File: config.mk
export PLATFORM = sky130hd
export DESIGN_NAME = apb_slave_mem
export DESIGN_NICKNAME = d
export VERILOG_FILES = /design/src/rtl/apb_slv_pkg.sv /design/src/rtl/apb_slv_wait_ctr.sv /design/src/rtl/apb_slave_mem.sv
export SDC_FILE = /design/constraint.sdc
export NUM_CORES = 2
export LEC_CHECK = 0
export ABC_AREA = 1
export BUFFER_PORTS_ARGS = -buffer_cell sky130_fd_sc_hd__buf_2
export CORE_UTILIZATION = 45
export DETAILED_ROUTE_END_ITERATION = 8
export PLACE_DENSITY = 0.69
export SLEW_MARGIN = 20
export SYNTH_ARGS = -nofsm -noshare
export SYNTH_HDL_FRONTEND = slang
export SYNTH_SLANG_ARGS = --single-unit
File: constraint.sdc
create_clock -name PCLK -period 92.5 [get_ports PCLK]
set_input_delay 0 -clock PCLK [delete_from_list [all_inputs] [get_ports PCLK]]
set_output_delay 0 -clock PCLK [all_outputs]
set_load 0.05 [all_outputs]
File: src/rtl/apb_slv_pkg.sv
// Shared state type and width constants for the APB memory completer
// and the bus-side agent that drives it.
package apb_slv_pkg;

    typedef enum logic [1:0] {
        IDLE,
        SETUP,
        ACCESS
    } apb_state_e;

    // Wide enough for the largest legal wait-state count (15).
    localparam int WAIT_CNT_W = 4;

    localparam int APB_ADDR_W = 8;
    localparam int APB_DATA_W = 8;

endpackage

File: src/rtl/apb_slv_wait_ctr.sv
// Loadable down-counter with a zero flag; it paces the access phase and
// decides the cycle in which PREADY rises.
module apb_slv_wait_ctr
    import apb_slv_pkg::*;
(
    input  logic                  clk_i,
    input  logic                  rst_i,
    input  logic                  load_i,
    input  logic [WAIT_CNT_W-1:0] load_val_i,
    input  logic                  dec_i,
    output logic                  zero_o
);

    logic [WAIT_CNT_W-1:0] cnt_q;
    logic [WAIT_CNT_W-1:0] cnt_d;

    // NOTE: next-state logic assigns its default first so that no path leaves cnt_d unassigned (no latch).
    always_comb begin
        cnt_d = cnt_q;
        if (load_i) begin
            cnt_d = load_val_i;
        end else if (dec_i && (cnt_q != '0)) begin
            cnt_d = cnt_q - WAIT_CNT_W'(1);
        end
    end

    // NOTE: state registers use non-blocking assignments so every flop samples pre-edge values.
    always_ff @(posedge clk_i or posedge rst_i) begin
        if (rst_i) begin
            cnt_q <= '0;
        end else begin
            cnt_q <= cnt_d;
        end
    end

    assign zero_o = (cnt_q == '0);

endmodule

File: src/rtl/apb_slave_mem.sv
// APB completer with a MEM_DEPTH x DATA_WIDTH register memory and WAIT_CYCLES wait states.
// Define APB_SLV_ERR_EN to answer out-of-range completions with PSLVERR.
module apb_slave_mem
    import apb_slv_pkg::*;
#(
    parameter int ADDR_WIDTH  = APB_ADDR_W,
    parameter int DATA_WIDTH  = APB_DATA_W,
    parameter int MEM_DEPTH   = 256,
    parameter int WAIT_CYCLES = 0
) (
    input  logic                  PCLK,
    input  logic                  PRESET,
    input  logic                  PSEL,
    input  logic                  PENABLE,
    input  logic                  PWRITE,
    input  logic [ADDR_WIDTH-1:0] PADDR,
    input  logic [DATA_WIDTH-1:0] PWDATA,
    output logic                  PREADY,
    output logic [DATA_WIDTH-1:0] PRDATA,
    output logic                  PSLVERR
);

    localparam int IDX_W = (MEM_DEPTH > 1) ? $clog2(MEM_DEPTH) : 1;

    apb_state_e            state_q;
    apb_state_e            state_d;
    apb_state_e            phase;
    logic [ADDR_WIDTH-1:0] addr_q;
    logic                  pwrite_q;
    logic [DATA_WIDTH-1:0] wdata_q;
    logic [DATA_WIDTH-1:0] mem_q [MEM_DEPTH];

    logic                  setup_now;
    logic                  cnt_zero;
    logic                  in_access;
    logic                  in_range;
    logic                  wr_commit;
    logic                  rd_done;
    logic [IDX_W-1:0]      idx;

    // The setup phase is the idle cycle in which the bus presents PSEL without
    // PENABLE; resolving it here lets a zero-wait transfer finish in two cycles.
    always_comb begin
        phase = state_q;
        if ((state_q == IDLE) && PSEL && !PENABLE) begin
            phase = SETUP;
        end
    end

    assign setup_now = (phase == SETUP);
    assign in_access = (state_q == ACCESS);

    always_comb begin
        state_d = state_q;
        unique case (phase)
            IDLE:    state_d = IDLE;
            SETUP:   state_d = ACCESS;
            ACCESS: begin
                if (!PSEL || cnt_zero) begin
                    state_d = IDLE;
                end
            end
            default: state_d = IDLE;
        endcase
    end

    always_ff @(posedge PCLK or posedge PRESET) begin
        if (PRESET) begin
            state_q  <= IDLE;
            addr_q   <= '0;
            pwrite_q <= 1'b0;
            wdata_q  <= '0;
        end else begin
            state_q <= state_d;
            if (setup_now) begin
                addr_q   <= PADDR;
                pwrite_q <= PWRITE;
                wdata_q  <= PWDATA;
            end
        end
    end

    apb_slv_wait_ctr u_wait_ctr (
        .clk_i      (PCLK),
        .rst_i      (PRESET),
        .load_i     (setup_now),
        .load_val_i (WAIT_CNT_W'(WAIT_CYCLES)),
        .dec_i      (in_access),
        .zero_o     (cnt_zero)
    );

    assign PREADY   = in_access && cnt_zero;
    assign in_range = (32'(addr_q) < MEM_DEPTH);
    assign idx      = addr_q[IDX_W-1:0];

    // A deselect in the completion cycle counts as an abort, so it cannot commit.
    assign wr_commit = PREADY && PSEL && pwrite_q && in_range;
    assign rd_done   = PREADY && !pwrite_q && in_range;

    // NOTE: the memory is reset word by word because reads after reset must return zero.
    always_ff @(posedge PCLK or posedge PRESET) begin
        if (PRESET) begin
            for (int i = 0; i < MEM_DEPTH; i++) begin
                mem_q[i] <= '0;
            end
        end else if (wr_commit) begin
            mem_q[idx] <= wdata_q;
        end
    end

    assign PRDATA = rd_done ? mem_q[idx] : '0;

`ifdef APB_SLV_ERR_EN
    assign PSLVERR = PREADY && !in_range;
`else
    assign PSLVERR = 1'b0;
`endif

endmodule
==> impl_metrics.yaml <==
hold_path:
  hp-class: "input pin to flip-flop"
finish:
  area_growth_pct: 8.58
  final_cells: 15500
  drive_above_1_share: 0.0571
  final_cell_mix: "7109 x nand2_1, 2068 x dfrtp_1, 1398 x o21ai_0"
  nets: 12500
  n_fill_cell: 20900
  final_common_cell: "nand2_1"
floorplan:
  rows: 170
  core_um2: 215000
  ioPinCount: 31
  start_util: 0.455
  die_x_um: 469
  die_area_um2: 220000
  die_y_um: 469
sta:
  rsz0062_at_grt: "no"
  fmax_mhz: 144
  final.setup.worst_slack_ns: 85.56
  setup_tns_ns: 0
  skew_ns: 0.0341
  slew_headroom: 0.266
  setup_violations: 0
  hold_violations: 0
  worstMarginPinSlew_ns: 1.10
  fin_crit_ns: 6.94
  final_max_slew_viol_count: 0
  timing.final.crit_share: 0.0751
route:
  drt_wl_total_mm: 291
  wl_per_cell_um: 18.8
  antenna_left: 0
  vias: 83100
  drt_pre_antenna_iters: 8
  drtIter0Drc: 9267
  drc: 0
  viasPerCell: 5.37
global_routing:
  first_global_vias: 77600
  grt_pass1_wl_mm: 459
  grt_overflow: 0
  track_usage: 0.266
  grt_max_degree: 192
  antenna_found_initial: 2
synthesis:
  synth_ff_type: "dfrtp_1"
  synth_cell_types: 34
  synth-seq-area-share: 0.529
  yosys_warnings: 0
  syn_nets: 12900
  synth.avg_cell_area_um2: 7.58
  syn_inst: 12900
  synth-async-reset-ratio: 1.00
  synth_edf_count: 0
  ys_ff_latch: 2070
  synth_area_um2: 97900
critical_path:
  cp_num_buf_inv: 6
  startpoint_type: "flip-flop"
  cp.required_ns: 92.50
  crit_top_cell: "nand2_1"
  crit_path_end_kind: "output pin"
  path_class: "flip-flop to output pin"
  cp_max_fo: 107
  path_cells: "inv_8, buf_4, buf_4, buf_4, buf_4, nand2_1, nand3_1, nand2_1, nand2_1, nor2_1, nor2_1, nor2_1, nand2_1, nand2_1, nand2_1, nor2_1, nor2_1, buf_2"
  cp_data_arrival_time_ns: 6.94
  crit_family: "buffers and inverters"
  slowest_delay_ns: 0.87
  critPathSlowestCell: "buf_4"
cts:
  path_clk_slew_ns: 0.06
  cts_tree: "done"
  cts-buffers-inserted: 216
  clock_latency_ns: 0.87
  post-cts-setup-buffers: 0
  clockBufferDepth: 3
  post_cts_resized: 0
  htree_num_levels: 4
  ctsRootBufferMaster: "clkbuf_16"
  clock-sinks: 2070
power:
  p_sw_frac: 0.295
  total_power_uw: 2090
  leakage_uw: 0.0540
  seq_power_share: 0.442
  p_sw_uw: 616
  cellInternalPower_uw: 1470
  powerDensity_nw_per_um2: 19.6
  p_comb_frac: 0.120
  clkPwrFrac: 0.438
  max-vdd-ir-drop_v: 0.0000167
placed_design:
  place.gp.congestion: 0.963
  dpl.hpwl_mm: 166
  port_buffers: 29
  pre_cts_slack_ns: 86.62
  placed_cells: 15000
job:
  drv_cap: 0
outcome:
  run_status: "complete, no violations"
[worst register-to-register path, cell delays in order, from the launching register on]
cell and delay [ns]:
dfrtp_4 0.83, buf_12 0.45, inv_8 0.96, buf_4 0.88, nand3_4 0.36, nor2_4 0.68
buf_4 0.61, nand2_1 0.51, nand2_1 0.15, o21ai_0 0.10
[cell type report]
cell class              instances  area [um^2]  share of cell area
clock buffers                 328         6470              0.0608
well taps                    2838         3550              0.0334
diodes                          3         7.51           0.0000706
clock inverters                76         1080              0.0101
flip-flops and latches       2070        51800               0.487
repair buffers                202         1790              0.0169
inverters                      33          224             0.00211
multi-input cells            9911        41400               0.389
[stage by stage]
| stage | utilization | hold slack [ns] | instance area [um^2] |
|---|---|---|---|
| finish | 0.494 | 0.273 | 106000 |
| global route | 0.494 | 0.282 | 106000 |
| CTS | 0.493 | 0.207 | 106000 |
| detailed placement | 0.455 | 0.203 | 98100 |
| global placement | 0.455 | 0.207 | 98100 |
| floorplan | - | 0.121 | 97900 |
[repair_timing]
action / in CTS / in global routing
hold buffers: 67 / 0
endpoints found under the hold margin: 123 / 0
endpoints found under the setup margin: 0 / 0
[cell families after synthesis]
group,count (synthesis),synth area share
buffers and inverters,940,0.0485
muxes,1,0.000115
DFF,2070,0.529
adders and majority gates,1,0.000128
other,1,0.0000383
xor gates and xnor gates,1,0.0000894
and+or+nand+nor,7840,0.317
AOI/OAI and AO/OA,2067,0.106
[worst paths after layout]
kind | start | endpoint | slack, ns | cells after the start
worst max-delay path | addr_q[1] | PRDATA[5] | 85.56 | 18
max in group asynchronous | PRESET | mem_q[978] | 88.27 | 8
worst min-delay path | PENABLE | u_wait_ctr.cnt_q[3] | 0.27 | 5
worst min register to register | mem_q[1957] | mem_q[1957] | 0.48 | 2
worst max register to register | addr_q[0] | mem_q[728] | 86.80 | 9
min in group asynchronous | PRESET | mem_q[1660] | 0.43 | 4
[synth_stat cells (5+ instances only)]
library cell / count / area [um^2]
nand3_1: 168 / 841
nand2_4: 118 / 1330
nand4_1: 8 / 50.1
nor2_1: 346 / 1300
buf_2: 260 / 1300
buf_12: 7 / 140
buf_8: 5 / 75.1
buf_6: 82 / 923
buf_4: 28 / 210
nand2_2: 50 / 313
buf_1: 43 / 161
nand2_1: 7109 / 26700
dfrtp_1: 2070 / 51800
o21ai_1: 668 / 3340
nor2_4: 24 / 270
nor2_8: 6 / 120
inv_1: 26 / 97.6
clkbuf_1: 482 / 1810
o21ai_0: 1398 / 7000
inv_2: 5 / 18.8
[layer usage]
| layer | global-route usage | up-vias | routed length (um) |
|---|---|---|---|
| li1 | - | 39600 | - |
| met1 | 0.374 | 39900 | 128000 |
| met2 | 0.413 | 3016 | 129000 |
| met3 | 0.0448 | 534 | 22900 |
| met4 | 0.0965 | 0 | 11200 |
| met5 | 0 | - | 0 |
[sequential cells by signal, summed over array words and instances (netlist names)]
register,cells
addr_q,8
mem_q,2048
pwrite_q,1
state_q,1
u_wait_ctr.cnt_q,4
wdata_q,8
[power groups by stage]
stage	Sequential (uW)	Clock, uW	Combinational, uW
floorplan	936	0	157
global placement	938	0	244
detailed placement	938	0	244
CTS	921	924	248
global route	922	960	263
finish	922	914	251
Power figures use the tool's default switching activity.
